===== config.mk =====
export PLATFORM = sky130hd
export DESIGN_NAME = bsg_level_shift_iso_sequencer
export DESIGN_NICKNAME = d
export VERILOG_FILES = /design/src/rtl/bsg_iso_seq_pkg.sv /design/src/rtl/bsg_iso_seq_timer.sv /design/src/rtl/bsg_level_shift_iso_sequencer.sv
export SDC_FILE = /design/constraint.sdc
export NUM_CORES = 1
export LEC_CHECK = 0
export CORE_MARGIN = 3
export CORE_UTILIZATION = 40
export CTS_CLUSTER_SIZE = 24
export DETAILED_ROUTE_END_ITERATION = 8
export GPL_ROUTABILITY_DRIVEN = 1
export PLACE_DENSITY = 0.62
export SLEW_MARGIN = 20
export SYNTH_ARGS = -nofsm -noshare
export SYNTH_HDL_FRONTEND = slang
export SYNTH_SLANG_ARGS = --single-unit
export TNS_END_PERCENT = 10

===== constraint.sdc =====
create_clock -name clk_i -period 6 [get_ports clk_i]
set_input_delay 1.2 -clock clk_i [delete_from_list [all_inputs] [get_ports clk_i]]
set_output_delay 1.2 -clock clk_i [all_outputs]
set_load 0.05 [all_outputs]

===== src/rtl/bsg_iso_seq_pkg.sv =====
// bsg_iso_seq_pkg: shared state encoding and default timing constants for the isolation sequencer
//   BSG_ISO_SEQ_RETENTION_EN adds SAVE/RESTORE states and widens the state encoding to 4 bits
package bsg_iso_seq_pkg;
  localparam int settle_cycles_default = 4;
  localparam int timeout_cycles_default = 64;
`ifdef BSG_ISO_SEQ_RETENTION_EN
  localparam int state_w = 4;
`else
  localparam int state_w = 3;
`endif
  typedef enum logic [state_w-1:0] {
    S_OFF,
    S_PWR_UP,
    S_SETTLE_UP,
    S_ON,
    S_SETTLE_DN,
    S_PWR_DN,
    S_ERR
`ifdef BSG_ISO_SEQ_RETENTION_EN
    ,
    S_SAVE,
    S_RESTORE
`endif
  } iso_state_e;
  function automatic int max_int(input int a, input int b);
    return a > b ? a : b;
  endfunction
endpackage


===== src/rtl/bsg_iso_seq_timer.sv =====
// bsg_iso_seq_timer: reloadable down-counter shared by the settle and timeout intervals
//   clk_i/reset_i  clock and synchronous active-high reset
//   load_i, val_i  reload the counter with val_i
//   count_i        decrement toward zero (holds at zero)
//   zero_o         counter has reached zero
module bsg_iso_seq_timer #(
  parameter int width_p = 8
) (
  input  logic               clk_i,
  input  logic               reset_i,
  input  logic               load_i,
  input  logic [width_p-1:0] val_i,
  input  logic               count_i,
  output logic               zero_o
);
  logic [width_p-1:0] cnt;
  always_ff @(posedge clk_i)
    cnt <= reset_i ? '0 : load_i ? val_i : (count_i && !zero_o) ? cnt - 1'b1 : cnt;
  assign zero_o = cnt == '0;
endmodule


===== src/rtl/bsg_level_shift_iso_sequencer.sv =====
// bsg_level_shift_iso_sequencer: sequences power switch and isolation enable for a switchable domain
//   clk_i, reset_i           clock, synchronous active-high reset
//   req_v_i/req_on_i/req_ready_o  power-transition request handshake (1 = on, 0 = off)
//   pwr_good_i               domain power-good, only observed in PWR_UP/PWR_DN
//   pwr_sw_en_o, iso_en_o    power-switch enable, isolation enable (drives sink v1_en_i)
//   done_v_o, err_o, state_o transition-complete pulse, sticky timeout error, debug state
//   BSG_ISO_SEQ_RETENTION_EN adds save_o, restore_o, ret_ack_i and SAVE/RESTORE states
module bsg_level_shift_iso_sequencer
  import bsg_iso_seq_pkg::*;
#(
  parameter int settle_cycles_p  = settle_cycles_default,
  parameter int timeout_cycles_p = timeout_cycles_default
) (
  input  logic               clk_i,
  input  logic               reset_i,
  input  logic               req_v_i,
  input  logic               req_on_i,
  output logic               req_ready_o,
  input  logic               pwr_good_i,
  output logic               pwr_sw_en_o,
  output logic               iso_en_o,
  output logic               done_v_o,
  output logic               err_o,
  output logic [state_w-1:0] state_o
`ifdef BSG_ISO_SEQ_RETENTION_EN
  ,
  output logic               save_o,
  output logic               restore_o,
  input  logic               ret_ack_i
`endif
);
  localparam int cnt_w = $clog2(max_int(settle_cycles_p, timeout_cycles_p)) + 1;
`ifdef BSG_ISO_SEQ_RETENTION_EN
  localparam iso_state_e up_done_st = S_RESTORE;
  localparam iso_state_e dn_done_st = S_SAVE;
`else
  localparam iso_state_e up_done_st = S_ON;
  localparam iso_state_e dn_done_st = S_PWR_DN;
`endif
  iso_state_e state, next, cur;
  logic done, done_n, accept, zero, load;
  logic [cnt_w-1:0] val;
  assign accept = req_v_i && (state == S_OFF || state == S_ON || state == S_ERR);
  always_comb begin
    next = state;
    case (state)
      S_OFF:       next = accept && req_on_i ? S_PWR_UP : S_OFF;
      S_PWR_UP:    next = pwr_good_i ? S_SETTLE_UP : zero ? S_ERR : S_PWR_UP;
      S_SETTLE_UP: next = zero ? up_done_st : S_SETTLE_UP;
      S_ON:        next = accept && !req_on_i ? S_SETTLE_DN : S_ON;
      S_SETTLE_DN: next = zero ? dn_done_st : S_SETTLE_DN;
      S_PWR_DN:    next = !pwr_good_i ? S_OFF : zero ? S_ERR : S_PWR_DN;
      S_ERR:       next = accept && !req_on_i ? S_OFF : S_ERR;
`ifdef BSG_ISO_SEQ_RETENTION_EN
      S_SAVE:      next = ret_ack_i ? S_PWR_DN : zero ? S_ERR : S_SAVE;
      S_RESTORE:   next = ret_ack_i ? S_ON : zero ? S_ERR : S_RESTORE;
`endif
      default:     next = S_OFF;
    endcase
  end
  // done fires for a redundant request or on arrival in a stable ON/OFF state
  assign done_n = (accept && (req_on_i ? state == S_ON : state == S_OFF))
               || (next != state && (next == S_ON || next == S_OFF));
  // every state entry reloads the timer; settle states get the settle length, all others the timeout
  assign load = next != state;
  assign val  = (next == S_SETTLE_UP || next == S_SETTLE_DN) ? cnt_w'(settle_cycles_p - 1)
                                                             : cnt_w'(timeout_cycles_p - 1);
  bsg_iso_seq_timer #(.width_p(cnt_w)) timer (
    .clk_i   (clk_i),
    .reset_i (reset_i),
    .load_i  (load),
    .val_i   (val),
    .count_i (!load),
    .zero_o  (zero)
  );
  always_ff @(posedge clk_i) begin
    state <= reset_i ? S_OFF : next;
    done  <= !reset_i && done_n;
  end
  // outputs see OFF while reset is held so the switch and isolation drop without waiting
  assign cur         = reset_i ? S_OFF : state;
  assign req_ready_o = !reset_i && (state == S_OFF || state == S_ON || state == S_ERR);
  assign pwr_sw_en_o = !(cur == S_OFF || cur == S_PWR_DN || cur == S_ERR);
  assign iso_en_o    = cur == S_ON;
  assign err_o       = cur == S_ERR;
  assign done_v_o    = done && !reset_i;
  assign state_o     = cur;
`ifdef BSG_ISO_SEQ_RETENTION_EN
  assign save_o      = cur == S_SAVE;
  assign restore_o   = cur == S_RESTORE;
`endif
endmodule


==> flow_summary.json <==
{
  "dp_cells": 132,
  "crit_path_end_kind": "output port",
  "ys_seq_elements": 11,
  "tns_ns": 0,
  "synthXorXnorAreaFrac_pct": 6.83,
  "htree_levels": 1,
  "rrSetupSlack_ns": 3.79,
  "ff_latch_area_um2": 220,
  "leakage_nw": 0.372,
  "irDropWorstVdd_mv": 0.241,
  "finalWirelength_mm": 1.87,
  "setup_viol": 0,
  "antenna_found_initial": 0,
  "async_flop_share_pct": 0,
  "synth-warning-count": 0,
  "synthTopCellsByArea": "dfxtp_1, o41ai_2, nor2_1, a21oi_1, nor3_1",
  "ys_seq_area_share_pct": 24.5,
  "period_needed_ns": 4.40,
  "fin_area_um2": 1020,
  "slew_violations": 0,
  "dp_hpwl_mm": 1.38,
  "drtAntennaViolNets": 0,
  "clkTransAtPathRegs_ns": 0.06,
  "synth-edff-count": 0,
  "fin_skew_ns": 0.00433,
  "startpoint_type": "input pin",
  "crit_fanout": 20,
  "syn-num-nets": 107,
  "synth_ff_type": "dfxtp_1",
  "drc_errors": 0,
  "rr_endpoint": "timer.cnt[5]$_SDFFE_PP0P_",
  "crit_type": "in -> out",
  "worst_slew_pin_slew_ns": 0.762,
  "synth_compound_area_share_pct": 29.3,
  "cts_resized": 0,
  "root_buffer": "clkbuf_4",
  "synth_top_cell_by_area": "dfxtp_1",
  "worst_r2r_path_depth": 6,
  "synthCells": 101,
  "min_path_cells": 1,
  "multi_input_area_um2": 598,
  "hold_end": "timer.cnt[6]$_SDFFE_PP0P_",
  "io_buffers": 12,
  "grt_usage_pct": 15.4,
  "clock_latency_ns": 0.26,
  "status": "finished clean",
  "final.setup.worst_slack_ns": 1.60,
  "area_growth_pct": 13.4,
  "fin_nets": 116,
  "dp_slack_ns": 1.58,
  "grt_overflow": 0,
  "synth_fa_ha_area_share_pct": 1.39,
  "cts_tree": "yes",
  "cts_buffers": 3,
  "io-pin-count": 13,
  "core_um2": 2040,
  "drt_iter0_drc": 18,
  "dr.pass1.iters": 4,
  "cts.path.max_buffers": 2,
  "gp_congestion": 0.823,
  "postCtsSetupBuffers": 0,
  "synthMuxAreaShare_pct": 1.26,
  "synth_area_um2": 897,
  "final.period_utilization_pct": 73.3,
  "grt_setup_unrepaired": "no",
  "via_per_inst": 5.63,
  "hold_start": "timer.cnt[6]$_SDFFE_PP0P_",
  "cp.required_ns": 4.80,
  "fmax_mhz": 227,
  "fp-row-count": 16,
  "hold_buffers": 0,
  "grt_max_degree": 21,
  "syn_avg_cell_area_um2": 8.88,
  "final_cells": 136,
  "yosysTopAreaCellShare_pct": 24.5,
  "drive_above_1_share_pct": 18.3,
  "slew_headroom_pct": 49.1,
  "r2r_start": "state[0]$_SDFF_PP0_",
  "cts_sinks": 11,
  "postPlaceCellArea_um2": 991,
  "dr_total_vias": 766,
  "hold_viol_final": 0,
  "fp.dieArea_um2": 2850,
  "worst_ep_arrival_time_ns": 3.20,
  "fp.dieH_um": 53.4,
  "hp-class": "reg -> reg",
  "p_per_area_nw_per_um2": 376,
  "grt_pass1_wl_mm": 3.25,
  "grt_pass1_vias": 742,
  "p_total_mw": 0.382,
  "maxCapViolCount": 0,
  "start_util_pct": 43.9,
  "synth_top_family_by_area": "compound AO/OA/AOI/OAI gates",
  "yosys.area_share.simple_pct": 27.9,
  "nFillCells": 221,
  "avgRoutedWirePerCell_um": 13.8,
  "die_w_um": 53.4,
  "synth.distinct_cells": 43,
  "diodes": 0
}
## stage by stage
stage / hold slack, ns / utilization, %
global route: 0.570 / 49.8
global placement: 0.537 / 48.5
floorplan: 0.526 / -
detailed placement: 0.548 / 48.5
CTS: 0.552 / 49.8
finish: 0.547 / 49.8
## power breakdown
| part | switching, mW | total, mW | leakage [nW] | internal, mW |
|---|---|---|---|---|
| combinational | 0.116 | 0.208 | 0.267 | 0.0919 |
| sequential | 0.0305 | 0.126 | 0.0909 | 0.0954 |
| clock | 0.0231 | 0.0488 | 0.0150 | 0.0257 |
| total | 0.169 | 0.382 | 0.372 | 0.213 |
## critical path, cell delays in order
cell and delay (ns):
clkdlybuf4s50_1 0.80, a211oi_1 0.34, clkdlybuf4s50_1 0.86
## placed cells by master, fill, tap and decap left out, types with 2 or more instances in the layout
| cell | count |
|---|---|
| clkdlybuf4s50_1 | 12 |
| nor2_1 | 11 |
| dfxtp_1 | 11 |
| nor3_1 | 7 |
| a21oi_1 | 7 |
| inv_1 | 5 |
| nor2b_1 | 4 |
| xnor2_1 | 4 |
| o41ai_2 | 4 |
| nand3_1 | 3 |
| nor4_1 | 3 |
| xor2_1 | 3 |
| clkbuf_4 | 3 |
| nor2b_2 | 2 |
| a31oi_1 | 2 |
| a22oi_1 | 2 |
| nand2_1 | 2 |
## cell usage after synthesis (2+ instances only)
| cell type | count |
|---|---|
| buf_4 | 2 |
| o41ai_2 | 4 |
| nand3_1 | 3 |
| nor4_1 | 3 |
| nor2b_2 | 2 |
| nor2_1 | 11 |
| inv_1 | 5 |
| buf_2 | 3 |
| dfxtp_1 | 11 |
| xnor2_1 | 4 |
| xor2_1 | 3 |
| a31oi_1 | 2 |
| nor2b_1 | 4 |
| a21oi_1 | 7 |
| a22oi_1 | 2 |
| nor3_1 | 7 |
| nand2_1 | 2 |
## worst max path at each step
stage	start	end	slack [ns]	cells past startpoint
after floorplan	reset_i	err_o	1.77	3
after global placement	reset_i	pwr_sw_en_o	1.61	3
after detailed placement	reset_i	err_o	1.58	3
after CTS	reset_i	pwr_sw_en_o	1.60	3
after global routing	reset_i	pwr_sw_en_o	1.49	3
final	reset_i	pwr_sw_en_o	1.60	3
## metal layers
metal  track usage (%)  vias to the layer above  wire, um
met5                 0                        -         0
met4              3.40                        0        15
met3              4.23                        2        72
met2              25.9                       17       862
met1              19.4                      354       922
li1                  -                      393         -
## final cells by class
class | count | share of cell area, %
flip-flops and latches | 11 | 21.6
clock buffers | 4 | 2.58
well taps | 27 | 3.32
multi-input cells | 77 | 58.8
repair buffers | 12 | 11.8
inverters | 5 | 1.85
## cell families (layout without fill, tap and decap cells)
family,count (synthesis),after routing
and+or+nand+nor,41,41
xor gates and xnor gates,7,7
muxes,1,1
adders and majority gates,1,1
buffers and inverters,13,21
DFF,11,11
AOI/OAI and AO/OA,27,27
## registers in the layout (all words and copies together) (netlist names)
| signal | flops |
|---|---|
| state | 3 |
| timer.cnt | 7 |
| done | 1 |
No activity file was read; power rests on OpenSTA's default activity.
